<file path="src/rtl/regfile_writeback_unit_pkg.sv">
// Shared writeback constants, source enum and helpers.
// Imported by the writeback unit, its scoreboard and the register file.
package regfile_writeback_unit_pkg;

  localparam int RF_ADDR_WIDTH = 5;
  localparam int RF_DATA_WIDTH = 32;
  localparam int WB_CNT_WIDTH  = 2;
  localparam int WB_CNT_MAX    = (1 << WB_CNT_WIDTH) - 1;
  localparam int WB_STARVE_MAX = 4;

  typedef enum logic [1:0] {
    SRC_NONE = 2'd0,
    SRC_ALU  = 2'd1,
    SRC_LSU  = 2'd2
  } wb_src_e;

  function automatic logic src_writes(
    input wb_src_e src,
    input logic    rd_nonzero
  );
    return (src != SRC_NONE) && rd_nonzero;
  endfunction

endpackage

</file>
<file path="src/rtl/regfile_writeback_unit_scoreboard.sv">
// Per-register pending-write counters with inc/dec ports, busy
// queries, saturation query, all-zero flag and sticky underflow err.
module wb_scoreboard
  import regfile_writeback_unit_pkg::*;
#(
  parameter int ADDR_WIDTH = RF_ADDR_WIDTH,
  parameter int CNT_WIDTH  = WB_CNT_WIDTH
) (
  input  logic                  clk,
  input  logic                  rstn,
  input  logic                  inc_en,
  input  logic [ADDR_WIDTH-1:0] inc_addr,
  input  logic                  dec_en,
  input  logic [ADDR_WIDTH-1:0] dec_addr,
  input  logic [ADDR_WIDTH-1:0] q_addr,
  output logic                  q_sat,
  input  logic [ADDR_WIDTH-1:0] rs1,
  input  logic [ADDR_WIDTH-1:0] rs2,
  output logic                  rs1_busy,
  output logic                  rs2_busy,
  output logic                  all_zero,
  output logic                  err
);

  localparam int NREG = 1 << ADDR_WIDTH;

  logic [CNT_WIDTH-1:0] cnt [NREG];
  logic [CNT_WIDTH-1:0] cnt_max;
  logic [NREG-1:0]      inc_vec;
  logic [NREG-1:0]      dec_vec;
  logic [NREG-1:0]      zero_vec;
  logic                 underflow;

  assign cnt_max = '1;

  // x0 never tracks anything, so bit 0 is masked off.
  assign inc_vec = inc_en
    ? ((NREG'(1) << inc_addr) & ~NREG'(1))
    : '0;
  assign dec_vec = dec_en
    ? ((NREG'(1) << dec_addr) & ~NREG'(1))
    : '0;

  always_comb begin
    zero_vec = '0;
    for (int r = 0; r < NREG; r++) begin
      zero_vec[r] = (cnt[r] == '0);
    end
  end

  // A retire with a matching issue in the same cycle is a net zero,
  // not an underflow, even if the counter reads 0.
  assign underflow = |(dec_vec & ~inc_vec & zero_vec);

  always_ff @(posedge clk) begin
    if (!rstn) begin
      for (int r = 0; r < NREG; r++) begin
        cnt[r] <= '0;
      end
      err <= 1'b0;
    end else begin
      for (int r = 0; r < NREG; r++) begin
        case ({inc_vec[r], dec_vec[r]})
          2'b10:   cnt[r] <= cnt[r] + 1'b1;
          2'b01: begin
            if (!zero_vec[r]) begin
              cnt[r] <= cnt[r] - 1'b1;
            end
          end
          default: cnt[r] <= cnt[r];
        endcase
      end
      if (underflow) begin
        err <= 1'b1;
      end
    end
  end

  assign q_sat    = (cnt[q_addr] == cnt_max);
  assign rs1_busy = (rs1 != '0) && !zero_vec[rs1];
  assign rs2_busy = (rs2 != '0) && !zero_vec[rs2];
  assign all_zero = &zero_vec;

endmodule

</file>
<file path="src/rtl/regfile_writeback_unit.sv">
// RF write-side controller: arbitrates ALU/LSU results onto a registered
// write port, tracks pending writes for decode RAW stalls, flags underflow.
module regfile_writeback_unit
  import regfile_writeback_unit_pkg::*;
#(
  parameter int ADDR_WIDTH   = RF_ADDR_WIDTH,
  parameter int DATA_WIDTH   = RF_DATA_WIDTH,
  parameter int CNT_WIDTH    = WB_CNT_WIDTH,
  parameter int STARVE_LIMIT = WB_STARVE_MAX
) (
  input  logic                  clk,
  input  logic                  rstn,
  input  logic                  issue_valid,
  output logic                  issue_ready,
  input  logic [ADDR_WIDTH-1:0] issue_rd,
  input  logic                  alu_valid,
  output logic                  alu_ready,
  input  logic [ADDR_WIDTH-1:0] alu_rd,
  input  logic [DATA_WIDTH-1:0] alu_data,
  input  logic                  lsu_valid,
  output logic                  lsu_ready,
  input  logic [ADDR_WIDTH-1:0] lsu_rd,
  input  logic [DATA_WIDTH-1:0] lsu_data,
  output logic                  rf_wen,
  output logic [ADDR_WIDTH-1:0] rf_waddr,
  output logic [DATA_WIDTH-1:0] rf_wdata,
  input  logic [ADDR_WIDTH-1:0] rs1,
  input  logic [ADDR_WIDTH-1:0] rs2,
  output logic                  rs1_busy,
  output logic                  rs2_busy,
  output logic                  idle,
  output logic                  err
);

  localparam int SW = $clog2(STARVE_LIMIT + 1);

  logic [SW-1:0]         starve_cnt;
  logic                  alu_force;
  logic                  alu_take;
  logic                  lsu_take;
  logic                  issue_sat;
  logic                  issue_take;
  logic                  all_zero;
  wb_src_e               src;
  logic [ADDR_WIDTH-1:0] sel_rd;
  logic [DATA_WIDTH-1:0] sel_data;

  assign alu_force = (starve_cnt >= SW'(STARVE_LIMIT));

  // LSU wins by default; a starved ALU takes the next contested cycle.
  assign lsu_ready = rstn && !(alu_force && alu_valid);
  assign alu_ready = rstn && (!lsu_valid || alu_force);

  assign lsu_take = lsu_valid && lsu_ready;
  assign alu_take = alu_valid && alu_ready;

  always_comb begin
    src      = SRC_NONE;
    sel_rd   = '0;
    sel_data = '0;
    unique case (1'b1)
      lsu_take: begin
        src      = SRC_LSU;
        sel_rd   = lsu_rd;
        sel_data = lsu_data;
      end
      alu_take: begin
        src      = SRC_ALU;
        sel_rd   = alu_rd;
        sel_data = alu_data;
      end
      default: ;
    endcase
  end

  always_ff @(posedge clk) begin
    if (!rstn) begin
      starve_cnt <= '0;
    end else if (!alu_valid || alu_ready) begin
      starve_cnt <= '0;
    end else begin
      starve_cnt <= starve_cnt + 1'b1;
    end
  end

  always_ff @(posedge clk) begin
    if (!rstn) begin
      rf_wen   <= 1'b0;
      rf_waddr <= '0;
      rf_wdata <= '0;
    end else begin
      rf_wen   <= src_writes(src, sel_rd != '0);
      rf_waddr <= sel_rd;
      rf_wdata <= sel_data;
    end
  end

  assign issue_ready = rstn && ((issue_rd == '0) || !issue_sat);
  assign issue_take  = issue_valid && issue_ready
                    && (issue_rd != '0);

  // Retire happens when the register file latches the value,
  // so busy drops the cycle the new value is readable.
  wb_scoreboard #(
    .ADDR_WIDTH (ADDR_WIDTH),
    .CNT_WIDTH  (CNT_WIDTH)
  ) u_sb (
    .clk      (clk),
    .rstn     (rstn),
    .inc_en   (issue_take),
    .inc_addr (issue_rd),
    .dec_en   (rf_wen),
    .dec_addr (rf_waddr),
    .q_addr   (issue_rd),
    .q_sat    (issue_sat),
    .rs1      (rs1),
    .rs2      (rs2),
    .rs1_busy (rs1_busy),
    .rs2_busy (rs2_busy),
    .all_zero (all_zero),
    .err      (err)
  );

  assign idle = all_zero && !rf_wen;

endmodule
</file>
<file path="config.mk">
export PLATFORM = sky130hd
export DESIGN_NAME = regfile_writeback_unit
export DESIGN_NICKNAME = d
export VERILOG_FILES = /design/src/rtl/regfile_writeback_unit_pkg.sv /design/src/rtl/regfile_writeback_unit_scoreboard.sv /design/src/rtl/regfile_writeback_unit.sv
export SDC_FILE = /design/constraint.sdc
export NUM_CORES = 1
export LEC_CHECK = 0
export BUFFER_PORTS_ARGS = -buffer_cell sky130_fd_sc_hd__buf_4
export CORE_ASPECT_RATIO = 1.4
export CORE_MARGIN = 5
export CORE_UTILIZATION = 40
export DETAILED_ROUTE_END_ITERATION = 8
export SLEW_MARGIN = 20
export SYNTH_ARGS = -nofsm -noshare
export SYNTH_HDL_FRONTEND = slang
export SYNTH_SLANG_ARGS = --single-unit
</file>
<file path="constraint.sdc">
create_clock -name clk -period 3.2 [get_ports clk]
set_input_delay 0.16 -clock clk [delete_from_list [all_inputs] [get_ports clk]]
set_output_delay 0.16 -clock clk [all_outputs]
set_load 0.02 [all_outputs]
</file>
# Word level (Yosys, flattened, before mapping)
# Memory sizes are Yosys's and may differ from the RTL's.
# Index checks and enable logic that the tools add are counted.
# word_totals
input_bits	94
elab_cells	762
regBits	42
memories	1
mem_bits_rw	64
output_inout_bits	45
# memory_table
memory	depth	word_bits	rd	rd_clocked_by_memory_dff	write_ports	line_no	text
u_sb.cnt	32	2	33	0	32	regfile_writeback_unit_scoreboard.sv:27	logic [CNT_WIDTH-1:0] cnt [NREG];
# classes
n_shift	2
n_bitwise	100
order_cmp	3
reduce_logical	95
n_mux	426
eq_ne	65
addsub	65
# op_table
cell	n
1-bit 2-to-1 mux	323
2-bit 2-to-1 mux	96
1-bit bitwise OR	96
2-bit equality test, second input constant	33
2-bit OR reduction	33
2-bit by 1-bit adder with 2-bit output, second input constant	32
32-bit bitwise AND	2
2-bit by 1-bit equality test with 1-bit output, second input constant	32
2-bit zero test	32
32-bit 2-to-1 mux	2
32-bit case mux with 2 select lines	1
1-bit by 5-bit << shifter with 32-bit output, first input constant	2
2-bit by 1-bit subtractor with 2-bit output, second input constant	32
32-bit NOT	1
32-bit AND reduction	1
32-bit OR reduction	1
5-bit nonzero test	4
1-bit logical AND	12
5-bit by 6-bit < comparator with 1-bit output, second input constant	2
1-bit binary-select mux with 5-bit select	2
5-bit case mux with 2 select lines	1
1-bit zero test	7
5-bit zero test	1
2-bit case mux with 2 select lines	1
other kinds (5)	7

# Depth between registers and ports, before layout
# Gate-level depths: netlist of the first run.
# An unclocked memory read counts as a cell.
# depth
ltp_word	15
ltp_mapped	14
depth_no_buf	10

# By module
# A second synthesis of the first run with hierarchy kept.
# hier_totals
cells_unflattened	875
hier_area_um2	7522.2
# by_module_without_submodules
mod	cells_per_inst	area_per_inst_um2	instances
wb_scoreboard	753	6114.6	1
regfile_writeback_unit	122	1407.6	1

# Worst setup path after synthesis of the first run
# No wires, ideal clock.
# synth_timing
kind	reg2reg
startpoint	memory u_sb.cnt[7][1] (netlist bit)
endpoint	register u_sb.err
stages_incl_launch_ff	11
t_required_ns	3.080
slack_ns	0.299
setup_ns	0.120
t_arrival_ns	2.781
cell_sequence	edfxtp_1 -> and2_1 -> mux4_2 -> and3_1 -> a311oi_2 -> nand4_1 -> ha_1 -> a22o_1 -> a221oi_1 -> nand4_1 -> o31a_1
# synth_lines
item	line_no	text
start, declared	regfile_writeback_unit_scoreboard.sv:27	
end signal, assigned	regfile_writeback_unit_scoreboard.sv:60	err <= 1'b0;
end signal, assigned	regfile_writeback_unit_scoreboard.sv:74	err <= 1'b1;
end, declared	regfile_writeback_unit_scoreboard.sv:22	output logic err

==> impl_metrics.tcl, run 1 <==
set metrics [dict create \
    power_leakage_nw 4.10 \
    p_comb_share_pct 23.7 \
    yosysWarnings 0 \
    dr.pass1.iters 6 \
    std_cell_rows 60 \
    cp_slowest_stage_delay_ns 0.53 \
    cp.arrival_ns 3.09 \
    die_w_um 127 \
    path_cells "and2_1, mux4_2, and3_1, a311o_1, buf_4, nor4_2, ha_1, o21ai_0" \
    die_area_sq_um 22100 \
    setup_violations 0 \
    cts_buffer_depth 2 \
    fin_ws_ns 0.142 \
    fin_setup_tns_ns 0 \
    syn_inst 897 \
    gp_congestion 1.00 \
    p_sw_mw 1.13 \
    clock_skew_ns 0.0106 \
    drtIter0Drc 642 \
    intPower_mw 2.54 \
    io_pins 139 \
    hold_viol 0 \
    rsz0062_at_grt "false" \
    finalInstanceArea_sq_um 9700 \
    root_buffer "clkbuf_16" \
    wire_per_inst_um 20.0 \
    route.detailed.drc 0 \
    critPathRequiredTime_ns 3.23 \
    max-cap-violations 0 \
    critPathLaunchType "flop" \
    min_path_cells 2 \
    seq_power_share_pct 44.0 \
    finalCritPeriodShare_pct 95.6 \
    yosysUniqueCellTypes 52 \
    worstHoldStart "alu_data[10]" \
    avgSynthCellArea_sq_um 8.56 \
    yosysTopAreaCell "edfxtp_1" \
    antenna_found_initial 0 \
    yosysSeqAreaShare_pct 35.2 \
    async_reset_ff_share_pct 0 \
    vdd_ir_drop_max_mv 0.277 \
    critical_path.top_delay_family "compound AO/OA/AOI/OAI gates" \
    cts_tree "done" \
    relSlewSlack_pct 50.2 \
    portBuffers 138 \
    p_sw_share_pct 30.9 \
    start_util_pct 40.3 \
    crit_path_end_kind "flop" \
    outcome "finished, final reports clean" \
    rr_endpoint "u_sb.cnt[28][1]" \
    place_area_sq_um 9070 \
    min_path_type "in -> reg" \
    hold_slack_ns 0.00692 \
    grt_pass1_vias 7179 \
    numCtsBuffers 9 \
    grt_max_degree 62 \
    finalNetCount 1220 \
    cts_sinks 104 \
    path_clk_slew_ns 0.08 \
    core-area_sq_um 19100 \
    dp_slack_ns 0.185 \
    r2r-start "u_sb.cnt[7][0]" \
    syn_nets 1055 \
    insertion_delay_ns 0.37 \
    finalMaxSlewViolations 0 \
    syn-cell-area_sq_um 7680 \
    yosysMostFrequentCell "nor2_1" \
    num_vias 7444 \
    grt_pass1_wl_mm 40.6 \
    wirelength_mm 26.3 \
    worst_pin_slew_ns 0.746 \
    area_delta_synth_final_pct 26.3 \
    powerDensity_nw_per_um2 378 \
    crit_buf_inv 1 \
    netlist.area_leader.share_pct 24.3 \
    ys_seq_elements 104 \
    hpwl_mm 20.5 \
    reg2reg_setup_slack_ns 0.14 \
    antenna_cells 0 \
    hold_end "rf_wdata[10]" \
    synth_edf_count 62 \
    die_y_um 174 \
    p_total_mw 3.67 \
    synth_commonest_cells "121 x nor2_1, 99 x nand2_1, 66 x inv_1" \
    synthFlopType "edfxtp_1" \
    worstRegToRegCells 8 \
    drive_gt1_share_pct 21.1 \
    cp_max_fo 9 \
    slowest_stage "mux4_2" \
    antenna_left 0 \
    clkPwrFrac_pct 32.3 \
    grt-ovfl-total 0 \
    post-route-min-period_ns 3.06 \
    synth.area.top_cells "edfxtp_1 24%, dfxtp_1 11%, ha_1 10%" \
    h-tree-depth 3 \
    gr-usage-all-layers_pct 23.6 \
    drt-vias-per-instance 5.66 \
    clock.fmax_ghz 0.327 \
    critical_path_class "reg -> reg" \
]
power groups by stage:
stage / Combinational, mW / Sequential [mW] / Clock, mW
after floorplan: 0.442 / 1.66 / 0
after global placement: 0.827 / 1.64 / 0
after detailed placement: 0.827 / 1.64 / 0
after CTS: 0.859 / 1.61 / 1.21
after global routing: 0.938 / 1.63 / 1.26
final: 0.870 / 1.61 / 1.18
worst max path at each step:
stage              startpoint              end  slack, ns  cells after the start
2_1_floorplan  u_sb.cnt[7][1]         u_sb.err       0.30                     10
3_3_place_gp   u_sb.cnt[7][1]  u_sb.cnt[28][0]       0.23                      8
3_5_place_dp   u_sb.cnt[7][1]  u_sb.cnt[28][1]       0.19                      8
4_1_cts        u_sb.cnt[7][1]  u_sb.cnt[28][1]       0.17                      8
5_1_grt        u_sb.cnt[4][1]         u_sb.err       0.02                     10
6_report       u_sb.cnt[7][0]  u_sb.cnt[28][1]       0.14                      8
routing by layer:
| metal | vias up | track usage, % | routed length (um) |
|---|---|---|---|
| met4 | 0 | 9.70 | 1020 |
| met2 | 350 | 40.5 | 12800 |
| met3 | 63 | 6.15 | 2410 |
| met5 | - | 0 | 0 |
| met1 | 3452 | 27.9 | 10000 |
| li1 | 3579 | - | - |
registers in the layout (all words and copies together), names as in the netlist:
signal,count
u_sb.cnt,62
rf_waddr,5
starve_cnt,3
rf_wdata,32
rf_wen,1
u_sb.err,1
repair_timing:
action,CTS,global route
hold buffers,30,0
setup endpoints to repair,0,1
buffers inserted,0,1
endpoints found under the hold margin,23,0
resized for setup,0,2
cells by family (layout without fill, tap and decap cells):
family / count (synthesis) / count (layout) / synth area share [%]
adder cells (fa/ha/maj): 64 / 64 / 10.4
AO/OA/AOI/OAI: 212 / 212 / 19.0
AND/OR/NAND/NOR: 361 / 361 / 22.4
flip-flops: 104 / 104 / 35.2
buffers and inverters: 113 / 283 / 5.88
multiplexers: 13 / 13 / 3.67
XOR/XNOR: 30 / 30 / 3.42
cell type report:
class,count,area (sq um)
sequential,104,2700
multi-input combinational,680,4530
timing repair buffer,200,1590
fill,1808,9370
clock buffer,9,225
inverter,67,251
clock inverter,7,88.8
tap,248,310
stage by stage:
step,std cells,utilization [%]
2_1_floorplan,897,-
3_3_place_gp,1268,47.6
3_5_place_dp,1268,47.6
4_1_cts,1314,50.8
5_1_grt,1315,50.9
6_report,1315,50.9
cells in the final DEF, fill, tap and decap left out, types with 3 or more instances in the layout:
cell type / n
edfxtp_1: 62
nand3_1: 15
dlygate4sd3_1: 30
a22o_1: 42
and2_1: 11
nand2_1: 99
a211oi_1: 39
clkbuf_16: 9
a21oi_1: 44
a221oi_1: 4
nand2b_1: 9
a2111oi_0: 4
buf_4: 169
mux4_2: 12
o21ai_0: 34
nand4_1: 19
o211ai_1: 3
nor4_2: 9
and3_1: 3
inv_1: 66
nor4_1: 9
nor2_1: 121
nor2b_1: 8
dfxtp_1: 42
a31oi_1: 17
xor2_1: 14
nor3_1: 36
a22oi_1: 8
nor3b_1: 4
xnor2_1: 16
or2_2: 10
ha_1: 62
Note: power is estimated with default switching activity, not from simulation.
==> inputs of run 2 (changes only) <==
==> constraint.sdc (replaced) <==
create_clock -name clk -period 2.9 [get_ports clk]
set_input_delay 0.145 -clock clk [delete_from_list [all_inputs] [get_ports clk]]
set_output_delay 0.145 -clock clk [all_outputs]
set_load 0.02 [all_outputs]
==> run 2 against run 1 <==
The flow now finishes with violations (setup timing); sequential share of layout area fell by 2.6 points; setup slack worse by 0.15 ns; cell area is 10% higher; die area unchanged; first-iteration DRC count down 6.5%; clock skew fell by 0.0011 ns; combinational power increased by 31%; maximum frequency is 5.2% higher; largest power group unchanged.
==> impl_metrics.tcl, run 2 (synthesis gave the netlist of run 1 again) <==
set metrics [dict create \
    io_pins 139 \
    die_area_sq_um 22100 \
    powerDensity_nw_per_um2 385 \
    p_total_mw 4.12 \
    cts_buffer_depth 2 \
    critPathRequiredTime_ns 3.16 \
    drt-vias-per-instance 5.59 \
    met1_usage_pct 28.6 \
    grt_pass1_vias 7999 \
    max-cap-violations 0 \
    finalCritPeriodShare_pct 100 \
    finalMaxSlewViolations 0 \
    wire_per_inst_um 19.7 \
    critPathLaunchType "flop" \
    hold_viol 0 \
    setup_violations 1 \
    antenna_left 0 \
    worst_pin_slew_ns 0.722 \
    path_cells "and2_4, mux4_2, and3_4, a311oi_4, nand4_1, ha_2, a22o_1, a221oi_2, nand4_1, o31a_1" \
    gp_congestion 1.00 \
    rsz0062_at_grt "true" \
    hpwl_mm 21.6 \
    grt-ovfl-total 0 \
    relSlewSlack_pct 51.8 \
    grt_pass1_wl_mm 43.4 \
    regMostFlops "u_sb.cnt" \
    finalNetCount 1336 \
    die_w_um 127 \
    cts_sinks 104 \
    violations "setup timing" \
    start_util_pct 40.3 \
    path_clk_slew_ns 0.08 \
    critical_path_class "reg -> reg" \
    reg_top3 "u_sb.cnt (62), rf_wdata (32), rf_waddr (5)" \
    drive_gt1_share_pct 28.3 \
    clock_skew_ns 0.00951 \
    die_y_um 174 \
    route.detailed.drc 0 \
    grt_use_met2_pct 43.0 \
    core-area_sq_um 19100 \
    portBuffers 138 \
    post-route-min-period_ns 2.91 \
    grt_max_degree 62 \
    grtUsageMet3_pct 5.13 \
    path_common_cell "nand4_1" \
    reg2reg_setup_slack_ns -0.008 \
    crit_buf_inv 0 \
    clock.fmax_ghz 0.344 \
    antenna_found_initial 0 \
    antenna_cells 0 \
    dr.pass1.iters 7 \
    cp_slowest_stage_delay_ns 0.52 \
    cts_tree "done" \
    num_vias 7995 \
    outcome "finished, violations left" \
    slowest_stage "mux4_2" \
    area_delta_synth_final_pct 39.4 \
    cp.arrival_ns 3.16 \
    root_buffer "clkbuf_16" \
    fin_ws_ns -0.00849 \
    min_path_type "in -> reg" \
    fin_util_pct 56.1 \
    h-tree-depth 3 \
    vdd_ir_drop_max_mv 0.243 \
    most-common-layout-cells "260 x buf_4, 119 x nor2_1, 99 x nand2_1" \
    critical_path.top_delay_family "compound AO/OA/AOI/OAI gates" \
    crit_path_end_kind "flop" \
    wirelength_mm 28.1 \
    gr-usage-all-layers_pct 25.3 \
    drtIter0Drc 600 \
    power_leakage_nw 4.70 \
    numCtsBuffers 9 \
    std_cell_rows 60 \
    final_common_cell "buf_4" \
    cp_max_fo 4 \
    largest_reg_flops 62 \
    busiest_layer "met2" \
    insertion_delay_ns 0.36 \
]
run 2: cell types whose count changed in the layout (fill, tap and decap cells not counted), sizes merged:
cell / before / now
buf: 170 / 262
dlygate4sd3: 30 / 54
clkbuf: 9 / 11
clkinvlp: 1 / 0
bufinv: 1 / 0
run 2: what timing repair did:
action / CTS / global route
setup endpoints to repair: 14 / 17
hold buffers: 54 / 0
resized for setup: 7 / 24
hold endpoints to repair: 29 / 0
gates cloned: 0 / 0
buffers inserted: 0 / 7
pin swaps: 1 / 7
run 2: power by group:
group          leakage, nW  internal, mW  total [mW]  switching, mW
registers            0.978          1.68        1.74         0.0618
clock network        0.147         0.643        1.24          0.598
logic                 3.58         0.530        1.14          0.609
total                 4.70          2.86        4.12           1.27
run 2: routing by layer:
metal	part of all wire, %	vias up
met3	7.8	97
met4	6.7	0
met5	0	-
met2	48	376
met1	38	3710
li1	-	3812
run 2: cell type report:
type | instances | area (sq um)
tap | 248 | 310
fill | 1775 | 8370
multi-input combinational | 680 | 4620
inverter | 67 | 251
sequential | 104 | 2700
timing repair buffer | 316 | 2520
clock inverter | 5 | 36.3
clock buffer | 11 | 254
run 2: worst reg2reg max path, cell delays in order (launching register included):
cell and delay, ns:
edfxtp_1 0.40, and2_4 0.18, mux4_2 0.52, and3_4 0.21
a311oi_4 0.32, nand4_1 0.15, ha_2 0.24, a22o_1 0.22
a221oi_2 0.20, nand4_1 0.12, o31a_1 0.24
run 2: worst paths after layout:
check / end / depth (start not counted) / start
max: u_sb.err / 10 / u_sb.cnt[6][1]
min: rf_wdata[2] / 2 / alu_data[2]
max reg2reg: u_sb.err / 10 / u_sb.cnt[6][1]
min reg2reg: starve_cnt[0] / 1 / starve_cnt[0]
run 2: per-stage QoR:
stage | hold slack [ns] | setup TNS, ns | cell area [sq um] | cells | setup slack [ns]
2_1_floorplan | 0.271 | 0 | 7690 | 897 | 0.0478
6_report | 0.0154 | -0.00849 | 10700 | 1431 | -0.00849
3_3_place_gp | 0.357 | -0.0727 | 9730 | 1354 | -0.0727
4_1_cts | 0.00474 | 0 | 10600 | 1424 | 0.00382
3_5_place_dp | 0.357 | -0.104 | 9730 | 1354 | -0.104
5_1_grt | 0.0179 | -0.136 | 10700 | 1431 | -0.115
==> inputs of run 3 (changes only) <==
--- a/config.mk
+++ b/config.mk
@@ -10,6 +10,7 @@
 export CORE_MARGIN = 5
 export CORE_UTILIZATION = 40
 export DETAILED_ROUTE_END_ITERATION = 8
+export SKIP_LAST_GASP = 1
 export SLEW_MARGIN = 20
 export SYNTH_ARGS = -nofsm -noshare
 export SYNTH_HDL_FRONTEND = slang
==> run 3 against run 2 <==
The run still ends with setup timing left; die area is the same; clock power is essentially flat; register-to-register slack is essentially flat; critical path depth is the same; first-iteration DRC count grew 12%; clock-buffer cell count is the same; clock skew shrank 0.00067 ns; maximum frequency is essentially flat; setup slack gained 0.0023 ns; worst hold slack gained 0.0025 ns; via count shrank 0.30%; critical path type unchanged; highest routed layer unchanged.
==> impl_metrics.tcl, run 3 (synthesis gave the netlist of run 1 again) <==
set metrics [dict create \
    wirelength_mm 28.2 \
    drive_gt1_share_pct 28.6 \
    violations "setup timing" \
    regMostFlops "u_sb.cnt" \
    p_sw_share_pct 30.8 \
    hpwl_mm 21.6 \
    die_area_sq_um 22100 \
    finalNetCount 1337 \
    finalInstanceArea_sq_um 10700 \
    clock.fmax_ghz 0.344 \
    worstHoldStart "alu_data[2]" \
    critical_path_class "reg -> reg" \
    path_clk_slew_ns 0.08 \
    insertion_delay_ns 0.36 \
    min_path_cells 2 \
    root_buffer "clkbuf_16" \
    finalMaxSlewViolations 0 \
    largest_reg_flops 62 \
    drtIter0Drc 673 \
    route.detailed.drc 0 \
    rsz0062_at_grt "true" \
    antenna_found_initial 0 \
    numCtsBuffers 9 \
    grt_pass1_vias 7999 \
    cp_max_fo 4 \
    outcome "finished, violations left" \
    worst_pin_slew_ns 0.733 \
    hold_viol 0 \
    most-common-layout-cells "261 x buf_4, 116 x nor2_1, 99 x nand2_1" \
    dp_slack_ns -0.104 \
    grt-ovfl-total 0 \
    vdd_ir_drop_max_mv 0.240 \
    intPower_mw 2.86 \
    drt-vias-per-instance 5.57 \
    num_vias 7971 \
    max-cap-violations 0 \
    reg2reg_setup_slack_ns -0.006 \
    start_util_pct 40.3 \
    cp.arrival_ns 3.16 \
    crit_path_end_kind "flop" \
    core-area_sq_um 19100 \
    die_w_um 127 \
    hold_end "rf_wdata[2]" \
    antenna_cells 0 \
    gp_congestion 1.00 \
    die_y_um 174 \
    powerDensity_nw_per_um2 385 \
    critPathLaunchType "flop" \
    fin_ws_ns -0.00624 \
    p_comb_share_pct 27.7 \
    p_total_mw 4.13 \
    post-route-min-period_ns 2.91 \
    min_path_type "in -> reg" \
    power_leakage_nw 4.70 \
    cts_sinks 104 \
    clkPwrFrac_pct 30.0 \
    setup_violations 1 \
    clock_skew_ns 0.00884 \
    cts_tree "done" \
    worstRegToRegCells 10 \
    std_cell_rows 60 \
    io_pins 139 \
    rr_endpoint "u_sb.err" \
    seq_power_share_pct 42.2 \
    area_delta_synth_final_pct 39.5 \
    dr.pass1.iters 5 \
    reg_top3 "u_sb.cnt (62), rf_wdata (32), rf_waddr (5)" \
    antenna_left 0 \
    finalCritPeriodShare_pct 100 \
    final_common_cell "buf_4" \
    critPathRequiredTime_ns 3.15 \
    grt_max_degree 62 \
    r2r-start "u_sb.cnt[6][1]" \
    gr-usage-all-layers_pct 25.3 \
    grt_pass1_wl_mm 43.4 \
    h-tree-depth 3 \
    portBuffers 138 \
    wire_per_inst_um 19.7 \
    p_sw_mw 1.27 \
    place_area_sq_um 9730 \
    relSlewSlack_pct 51.0 \
    cts_buffer_depth 2 \
]
==> run 3: critical path, stage by stage, from the launching register on <==
cell and delay, ns:
edfxtp_1 0.40, and2_4 0.18, mux4_2 0.52, and3_4 0.21, a311oi_4 0.32, nand4_1 0.14, ha_2 0.24, a22o_1 0.23
a221oi_2 0.20, nand4_1 0.13, o31a_1 0.25
==> run 3: worst max path at each step <==
stage / from / end / slack, ns / cells past startpoint
after global routing: u_sb.cnt[7][1] / u_sb.err / -0.10 / 10
after detailed placement: u_sb.cnt[6][1] / u_sb.err / -0.10 / 10
final: u_sb.cnt[6][1] / u_sb.err / -0.006 / 10
after CTS: u_sb.cnt[6][1] / u_sb.err / -0.03 / 10
after global placement: u_sb.cnt[7][1] / u_sb.err / -0.07 / 10
after floorplan: u_sb.cnt[7][1] / u_sb.err / 0.05 / 10
==> run 3: metrics by stage <==
stage                     TNS (ns)  cells  utilization (%)  hold WS, ns
after global placement     -0.0727   1354             51.0        0.357
after detailed placement    -0.104   1354             51.0        0.357
final                     -0.00624   1432             56.2       0.0179
after floorplan                  0    897                -        0.271
after global routing        -0.120   1432             56.2       0.0179
after CTS                  -0.0257   1424             55.4      0.00474
==> run 3: layout make-up <==
type	count	area, sq um
clock inverter	5	36.3
fill	1772	8360
tap	248	310
clock buffer	11	254
multi-input combinational	680	4620
inverter	67	251
sequential	104	2700
timing repair buffer	317	2530
==> run 3: repair_timing <==
action	in CTS	in global routing
cloned	0	0
gates resized for setup	6	28
setup buffers	0	8
hold buffers	54	0
pin swaps	1	7
endpoints found under the hold margin	29	0
endpoints found under the setup margin	14	23
==> run 3: metal layers <==
layer  GRT usage, %  vias up  routed length, um
met5              0        -                  0
met4           16.1        0               1980
met3           5.13       94               2160
met2           43.0      349              13300
met1           28.6     3710              10700
li1               -     3818                  -
==> run 3: power groups by stage <==
| stage | registers (mW) | logic [mW] | clock network [mW] |
|---|---|---|---|
| after global routing | 1.76 | 1.23 | 1.31 |
| final | 1.74 | 1.14 | 1.24 |
| after global placement | 1.77 | 1.04 | 0 |
| after CTS | 1.74 | 1.11 | 1.27 |
| after detailed placement | 1.78 | 1.04 | 0 |
| after floorplan | 1.84 | 0.490 | 0 |
